===== src/rtl/regfile_scoreboard.sv =====
// Register scoreboard: one busy bit per writable register. It blocks issue on
// RAW/WAW hazards and provides a drain handshake and a saturating stall counter.
module regfile_scoreboard (
    input  logic        clk,
    input  logic        rst_n,
    input  logic        iss_valid,
    input  logic [5:0]  iss_ra,
    input  logic [5:0]  iss_rb,
    input  logic        iss_use_a,
    input  logic        iss_use_b,
    input  logic [5:0]  iss_rd,
    input  logic        iss_we,
    output logic        iss_ready,
    input  logic        wb_valid,
    input  logic [5:0]  wb_rd,
    input  logic        flush,
    input  logic        drain_req,
    output logic        drain_ack,
    output logic [5:0]  busy_cnt,
    output logic [15:0] stall_cnt
);

    typedef enum logic [1:0] {RUN, DRAIN, ACK} state_t;

    state_t      state, state_nxt;
    logic [61:0] busy, busy_nxt;
    logic [63:0] busy_ext, eff_busy, nxt_ext;
    logic        hazard;
    logic        run;
    logic [5:0]  cnt_nxt;

    // Registers 62/63 read as never busy, so index the padded vector directly.
    always_comb begin
        busy_ext = {2'b00, busy};
        eff_busy = busy_ext;
        if (wb_valid) eff_busy[wb_rd] = 1'b0;
    end

    always_comb begin
        hazard = (iss_use_a & eff_busy[iss_ra]) |
                 (iss_use_b & eff_busy[iss_rb]) |
                 (iss_we    & eff_busy[iss_rd]);
        iss_ready = rst_n & iss_valid & run & ~flush & ~hazard;
    end

    // Clear is applied before set so that a same-register set wins; flush overrides both.
    always_comb begin
        nxt_ext = busy_ext;
        if (wb_valid) nxt_ext[wb_rd] = 1'b0;
        if (iss_ready && iss_we) nxt_ext[iss_rd] = 1'b1;
        nxt_ext[63:62] = '0;
        if (flush) nxt_ext = '0;
        busy_nxt = nxt_ext[61:0];
    end

    always_comb begin
        cnt_nxt = '0;
        for (int unsigned i = 0; i < 62; i++) begin
            cnt_nxt = cnt_nxt + 6'(busy_nxt[i]);
        end
    end

    always_ff @(posedge clk) begin
        if (!rst_n) begin
            busy      <= '0;
            busy_cnt  <= '0;
            stall_cnt <= '0;
        end else begin
            busy     <= busy_nxt;
            busy_cnt <= cnt_nxt;
            if (run && iss_valid && !iss_ready && stall_cnt != '1) begin
                stall_cnt <= stall_cnt + 16'd1;
            end
        end
    end

    always_ff @(posedge clk) begin
        if (!rst_n) state <= RUN;
        else        state <= state_nxt;
    end

    always_comb begin
        state_nxt = state;
        case (state)
            RUN:     if (drain_req) state_nxt = DRAIN;
            DRAIN:   if (busy_nxt == '0) state_nxt = ACK;
            ACK:     state_nxt = RUN;
            default: state_nxt = RUN;
        endcase
    end

    always_comb begin
        run       = (state == RUN);
        drain_ack = (state == ACK);
    end

endmodule

===== config.mk =====
export PLATFORM = sky130hd
export DESIGN_NAME = regfile_scoreboard
export DESIGN_NICKNAME = d
export VERILOG_FILES = /design/src/rtl/regfile_scoreboard.sv
export SDC_FILE = /design/constraint.sdc
export NUM_CORES = 1
export LEC_CHECK = 0
export BUFFER_PORTS_ARGS = -buffer_cell sky130_fd_sc_hd__buf_2
export CORE_MARGIN = 2
export CORE_UTILIZATION = 50
export CTS_CLUSTER_SIZE = 40
export DETAILED_ROUTE_END_ITERATION = 7
export PLACE_DENSITY_LB_ADDON = 0.05
export SETUP_SLACK_MARGIN = 0.2
export SYNTH_ARGS = -nofsm -noshare
export SYNTH_HDL_FRONTEND = slang
export SYNTH_SLANG_ARGS = --single-unit
export TNS_END_PERCENT = 10

===== constraint.sdc =====
create_clock -name clk -period 11.45 [get_ports clk]
set_input_delay 0 -clock clk [delete_from_list [all_inputs] [get_ports clk]]
set_output_delay 0 -clock clk [all_outputs]
set_load 0.005 [all_outputs]

* After elaboration in Yosys (flattened, before gate mapping)
Cells that the tools add are included.
** Operators by class
- Divide/modulo/power cells :: 0
- Shift-type cells :: 0
- Bitwise logic cells :: 14
- Add/sub/neg operators :: 62
- Multiply operators :: 0
- Reductions and logical operators :: 10
- Mux-type cells :: 16
- $lt $le $gt $ge :: 6
- Eq/ne operators :: 5
** Operators by type and width (number)
- $add A6 B1 Y6 :: 56
- $mux W62 :: 2
- $and A62 B64 Y64 :: 1
- $mux W64 :: 1
- $not A64 Y64 :: 1
- $logic_not A62 Y1 :: 1
- $or A62 B62 Y62 :: 1
- $lt A6 B7 Y1 const B :: 4
- $bmux W1 S6 :: 3
- $add A16 B1 Y16 const B :: 1
- $ne A16 B16 Y1 const B :: 1
- $demux W1 S6 :: 2
- $ge A6 B1 Y1 const B :: 2
- $and A1 B1 Y1 :: 7
- $add A5 B1 Y6 :: 1
- $logic_and A1 B1 Y1 :: 6
- $add A4 B1 Y5 :: 1
- $mux W1 :: 5
- $add A3 B1 Y4 :: 1
- $mux W2 :: 2
- $ne A2 B2 Y1 const B :: 2
- $pmux W2 S2 :: 1
- $add A2 B1 Y3 :: 1
- $add A1 B1 Y2 :: 1
- other kinds (7) :: 9
** Word-level totals
- Logic and storage cells :: 117
- Latch bits :: 0
- Input bits :: 33
- Output and inout bits :: 24
- Bits in writable memories :: 0
- Memories kept :: 0
- Flip-flop bits (word level) :: 86
- Memory bits (read-only) :: 0

* Longest topological paths before layout
Gate-level depths: netlist of run 1.
- Word-level depth :: 78
- Gate-level depth with buffers :: 36
- Mapped depth without buffers :: 31

* Worst setup path before layout of run 1
No wires, ideal clock.
- Path type :: in2reg
- Start point :: in wb_rd[0]
- End point :: reg busy_cnt[5]
- Data required time :: 11.322 ns
- Setup time :: 0.128 ns
- Path slack :: 3.273 ns
- Arrival time :: 8.049 ns
- Buffers on the path :: 3
- Cell stages on the path :: 33
- Cells stage by stage :: buf_2 -> or4b_1 -> buf_2 -> o21ai_4 -> o41ai_1 -> or4_1 -> nand4_1 -> nand3_1 -> o311a_4 -> nor3b_4 -> buf_2 -> nand3_1 -> a21o_1 -> fa_1 -> inv_1 -> fa_1 -> fa_1 -> inv_1 -> fa_1 -> inv_1 -> fa_1 -> fa_1 -> fa_1 -> inv_1 -> fa_1 -> inv_1 -> ha_1 -> a21o_1 -> a21oi_1 -> o21bai_1 -> a21oi_1 -> xnor2_1 -> nor2_1
** On the way
- Cells in the longest elaborated chain, start to end :: 78
- Elaborated cells between the ends (all ways) :: 86
- Those cells by class :: add/sub: 61; order compare: 2; mux: 11; bitwise: 10; reduce/logical: 2
** RTL lines
- start: declaration :: line 15 : input logic [5:0] wb_rd,
- $lt A6 B7 Y1 (not written as such) / $ge A6 B1 Y1 (equally long branches) :: line 36, 49
- $logic_and A1 B1 Y1 (not written as such) :: line 36, 49
- $mux W1 (not written as such) :: line 36, 49
- $demux W1 S6 (*) :: line 36, 49
- $not A64 Y64 (no source line) (*)
- $and A62 B64 Y64 (no source line) (*)
- $mux W64 (*) :: line 36 : if (wb_valid) eff_busy[wb_rd] = 1'b0;
- $bmux W1 S6 (on tied branches) :: line 40, 41
- (+8 left out)
- $mux W62 (*) :: line 52 : if (flush) nxt_ext = '0;
- $add A1 B1 Y2 :: line 59 : cnt_nxt = cnt_nxt + 6'(busy_nxt[i]);
- $add A2 B1 Y3 :: line 59
- $add A3 B1 Y4 :: line 59
- $add A4 B1 Y5 :: line 59
- $add A5 B1 Y6 :: line 59
- $add A6 B1 Y6 (55 in series) :: line 59
- $add A6 B1 Y6 (*) :: line 59
- end signal: assignment :: line 70 : busy_cnt <= cnt_nxt;
- end: declaration :: line 19 : output logic [5:0] busy_cnt,
Mark *: on every way between the ends. The rest lies on a longest branch, timed or not. The select of a mux whose other input is x is not followed.
A chain may end at the register's enable or synchronous reset.

* Worst setup path in the final report of run 1
- Start point :: in wb_rd[1]
- End point :: reg busy_cnt[5]
Same word-level chain as after synthesis.

==> results of run 1 <==
-- stage by stage --
stage	utilization (%)	setup slack, ns	power [mW]	hold WS (ns)	area [sq um]
2_1_floorplan	-	3.27	0.386	0.177	7960
3_3_place_gp	53.3	2.02	0.419	0.310	8370
6_report	55.3	1.95	0.726	0.0563	8680
4_1_cts	55.3	2.17	0.723	0.0460	8680
5_1_grt	55.3	1.61	0.745	0.0557	8680
3_5_place_dp	53.3	1.86	0.419	0.309	8370
-- state kept, by name (all words and copies together) (netlist names) --
signal,flops
stall_cnt,16
busy,62
busy_cnt,6
state,2
-- cells by family after synthesis --
family | after synthesis | synth area share (%)
fa+ha+maj | 67 | 15.4
compound gates | 311 | 26.4
flops | 86 | 21.6
mux | 32 | 5.95
buf+inv | 166 | 8.65
xor+xnor | 11 | 1.21
simple gates | 312 | 20.7
-- synthesized netlist by cell type, types with 15 or more instances --
cell type	number	area [sq um]
o21ai_1	15	75.1
a211oi_1	20	150
a31oi_1	27	169
o21ai_0	52	260
buf_2	15	75.1
nand2_1	44	165
nand4_1	21	131
a21o_1	19	143
nor3_1	15	75.1
nor2_1	89	334
clkbuf_1	56	210
dfxtp_1	86	1720
a22oi_1	16	120
fa_1	52	1040
a21oi_1	56	280
nand3_1	49	245
o211ai_1	21	158
ha_1	15	188
mux2i_1	18	180
inv_1	80	300
-- power groups by stage --
stage / logic [mW] / registers, mW / clock network (mW)
global placement: 0.109 / 0.310 / 0
detailed placement: 0.109 / 0.310 / 0
finish: 0.113 / 0.303 / 0.309
CTS: 0.109 / 0.303 / 0.310
floorplan: 0.0770 / 0.309 / 0
global route: 0.120 / 0.303 / 0.322
-- per-layer routing --
layer	up-vias	track usage, %	part of all wire [%]
met5	-	0	0
met4	0	17.6	4.9
met3	106	6.11	10
met2	563	55.9	44
met1	3981	52.5	41
li1	3647	-	-
-- worst max-delay path by stage --
| stage | cells after the start | slack, ns | to | startpoint |
|---|---|---|---|---|
| 4_1_cts | 30 | 2.17 | busy_cnt[5] | wb_rd[1] |
| 2_1_floorplan | 33 | 3.27 | busy_cnt[5] | wb_rd[0] |
| 6_report | 30 | 1.95 | busy_cnt[5] | wb_rd[1] |
| 3_5_place_dp | 30 | 1.86 | busy_cnt[5] | wb_rd[1] |
| 5_1_grt | 30 | 1.61 | busy_cnt[5] | wb_rd[1] |
| 3_3_place_gp | 30 | 2.02 | busy_cnt[5] | wb_rd[1] |
-- cell type report --
type,count,share of cell area [%]
Clock buffer,11,2.80
Clock inverter,4,0.649
Inverter,84,3.63
Multi-Input combinational cell,733,63.9
Sequential cell,86,19.8
Tap cell,216,3.11
Timing Repair Buffer,89,6.11
==> metrics, run 1 <==
Sw Pwr=217 uW; initial core utilization=50.6%; initial antenna violation count=0; clk_lat worst skew=between 0.3 and 0.4 ns; CP Max Fanout=34; via count=between 8000 and 9000; cell count after placement=~1200; Post-Route WL=31.0 mm; gr usage total=37.2%; final setup fails=0; vias in the first global route=between 7000 and 8000; antenna cells=0; Sw Share=~30%; CP top delay family=adder cells; Req. time, crit path=~12 ns; Final period util=83.0%; IO Count=57; count of different cell masters after synthesis=a little over 80; Die X=roughly 130 microns; core area=0.0157 sq mm; CTS buffer count=9; DR WL/cell=25.3 microns; post-route setup TNS=0 ns; max-cap check violation count=0; Routed Antenna Nets=0; slowest CP cell=o21ai_0; Yosys reg bits=86; Worst Skew=0.0131 ns; DR DRC count=0; FF-to-FF Start=busy[5]; CTS tree=built; Gate power share=15.6%; Internal=509 uW; status=completed; Longest Clk Path Bufs=2; Peak VDD IR=0.0588 mV; Reg-to-Reg End=busy_cnt[5]; hold buffer count at cts=1; WHS Path Cells=2; Reg clk slew, reported paths=0.07 ns; Post-CTS Setup Bufs=0; TritonRoute pass-1 iters=6; reg2reg setup slack=2.68 ns; Mapped Cells=985; fill cell count=approximately 1600; most common cell after layout, fill and taps aside=nor2_1; Hold Crit Class=input port to flop; PD cells=83.6 mW/mm^2; crit path DAT=9.72 ns; final layout net count=roughly 1100; startpoint types=input port; Flop pwr share=41.8%; row count=46; die area=0.0169 sq mm; P&R area growth vs syn=9.14%; Post-synth ARST share=0%; RSZ-0062 raised after global routing=false; CP Buf/Inv Count=5; fraction of layout cells with a size suffix above 1=between 10% and 20%; final slew viol count=0; Most common cell on crit path=fa_1; R2R cell count=29; DR vias/cell=6.78; first-pass GRT wire length=between 40 and 50 mm; Lkg Pwr=3.43 nW; Post-Syn Area=0.00796 sq mm; root buf cell=clkbuf_16; multi-input logic area=0.00555 sq mm; Finished Layout Cells=1223; GRT Residual Overflow=0; nature of the critical path endpoint=flop; Die Span Y=130 microns; Least-Margin Pin Slew=1.15 ns; most frequent cells in the layout=89 x nor2_1, 86 x dfxtp_1, 80 x inv_1; Clock power frac=42.6%; largest stage delay on the critical path=0.82 ns; H-tree depth=3; Rel. slew slack=23.0%; Syn Nets=between 1000 and 1500; register area share after synthesis=21.6%; number of gates resized after cts=0; worst hold path startpoint=rst_n; Detail Placement HPWL=23.2 mm; pin count of the biggest net entering global routing=81; Tmin final=approximately 9.5 ns; Avg Inst Size Synth=8.08 sq um; EDFF count, synth=0; WS Path Type=input port to flop; warnings from Yosys=0; top_reg_cell synth=dfxtp_1; Hold EP=stall_cnt[4]; GP Congestion=1.01; fmax=around 110 MHz; PortBufs=56; Register Area=0.00172 sq mm; First DRT Iteration DRCs=1166; final hold vios=0; Sink Count=86
Note: power is estimated with default switching activity, not from simulation.
==> run 2, diff against run 1 <==
clock period = 7.79 ns   (was 11.45 ns; I/O delays follow)
==> run 2 against run 1 <==
Net effect:
- the run now ends with setup timing left
- utilization up 11 points
- clock-buffer cell count down 1
- critical path depth increased by 4
- final cell count rose by 17%
- total power up 50%
- wire length up 9.1%
- cell area rose by 21%
- via count rose by 10%
- die area is the same
- sequential share of layout area shrank 3.4 points
- largest power group is now sequential cells
==> metrics, run 2 (synthesis results as in run 1) <==
status=finished with violations; violated checks=setup timing; Hold EP=stall_cnt[4]; clk_lat worst skew=0.36 ns; GRT Residual Overflow=0; Least-Margin Pin Slew=1.01 ns; Finished Layout Cells=1430; root buf cell=clkbuf_16; Reg clk slew, reported paths=0.07 ns; cell count after placement=1410; fraction of layout cells with a size suffix above 1=31.0%; gr usage total=40.7%; Longest Clk Path Bufs=2; Hold Crit Class=input port to flop; max-cap check violation count=0; post-route cell area=about 0.010 sq mm; row count=46; WHS=0.101 ns; WHS Path Cells=3; total power=roughly 1.1 mW; crit path DAT=8.08 ns; initial core utilization=between 50% and 60%; dpl cell area=0.0100 sq mm; biggest regs=busy x62, stall_cnt x16, busy_cnt x6; Lkg Pwr=4.41 nW; Most common cell on crit path=fa_1; CTS buffer count=9; Final WS setup=-0.0894 ns; Routed Antenna Nets=0; Setup WS pre-CTS=-0.589 ns; R2R cell count=29; First DRT Iteration DRCs=roughly 1400; pin count of the biggest net entering global routing=81; Die X=about 130 microns; H-tree depth=3; slowest CP cell=fa_1; Die Span Y=approximately 130 microns; CTS tree=built; core area=roughly 0.016 sq mm; most frequent cells in the layout=230 x buf_4, 89 x nor2_1, 84 x dfxtp_1; Detail Placement HPWL=27.0 mm; Sink Count=86; post-route setup TNS=-0.159 ns; PD cells=104 mW/mm^2; RSZ-0062 raised after global routing=true; IO Count=57; TritonRoute pass-1 iters=7; startpoint types=input port; Req. time, crit path=7.99 ns; vias in the first global route=8463; via count=9167; initial antenna violation count=0; Most flops, register=busy; nature of the critical path endpoint=flop; final setup fails=2; fill cell count=1362; Rel. slew slack=32.7%; worst hold path startpoint=rst_n; fmax=between 100 and 150 MHz; final hold vios=0; die area=between 0.015 and 0.02 sq mm; DR DRC count=0; DR vias/cell=6.41; GP Congestion=between 1 and 1.5; antenna cells=0; P&R area growth vs syn=31.6%; CP Max Fanout=13; Reg-to-Reg End=busy_cnt[4]; Post-Route WL=33.8 mm; Worst Skew=0.0104 ns; Peak VDD IR=approximately 0.094 mV; final slew viol count=0; Final period util=101%; most common cell after layout, fill and taps aside=buf_4; Tmin final=7.88 ns; largest stage delay on the critical path=0.50 ns; DR WL/cell=23.6 microns; PortBufs=56; first-pass GRT wire length=51.0 mm; final layout net count=1309; WS Path Type=input port to flop; FF-to-FF Start=busy[11]; reg2reg setup slack=-0.08 ns; max FFs per register=62; post-layout util=66.6%
run 2: report_power, final:
part	internal (mW)	total, mW	switching (mW)
Combinational	0.0826	0.213	0.130
Sequential	0.442	0.444	0.00225
Clock	0.230	0.431	0.201
Total	0.755	1.09	0.334
run 2: layout make-up:
cell class,count,area (sq um),share of cell area (%)
repair buffers,295,2180,20.8
multi-input cells,733,5690,54.3
well taps,216,270,2.58
clock buffers,10,239,2.28
flip-flops and latches,86,1720,16.5
clock inverters,6,52.6,0.502
inverters,84,315,3.01
run 2: worst max-delay path by stage:
stage / to / startpoint / slack (ns) / cells after the start
after detailed placement: busy_cnt[5] / wb_rd[2] / -0.59 / 35
after CTS: busy_cnt[5] / busy[7] / -0.04 / 32
final: busy_cnt[4] / wb_rd[0] / -0.09 / 34
after global placement: busy_cnt[4] / wb_rd[0] / -0.51 / 33
after global routing: busy_cnt[5] / busy[43] / -0.42 / 33
after floorplan: busy_cnt[5] / wb_rd[0] / -0.1 / 33
run 2: routing by layer:
layer,routed length [microns],up-vias,track usage [%],part of all wire [%]
li1,-,4053,-,-
met1,13300,4254,55.2,39
met2,14300,707,61.1,42
met3,4060,153,9.88,12
met4,2110,0,19.4,6.2
met5,0,-,0,0
run 2: repair_timing:
| action | 4_1_cts | 5_1_grt |
|---|---|---|
| setup buffers | 2 | 0 |
| setup endpoints to repair | 5 | 5 |
| pin swaps | 7 | 0 |
| endpoints found under the hold margin | 1 | 0 |
| cloned | 1 | 0 |
| resized for setup | 31 | 6 |
| hold buffers | 1 | 0 |
run 2: critical path: cells and delay by family:
kind / cells / cell delay (ns)
AND/OR/NAND/NOR: 6 / 0.84
buffers and inverters: 10 / 1.27
multiplexers: 1 / 0.10
adder cells (fa/ha/maj): 10 / 4.37
XOR/XNOR: 1 / 0.13
AO/OA/AOI/OAI: 6 / 1.36
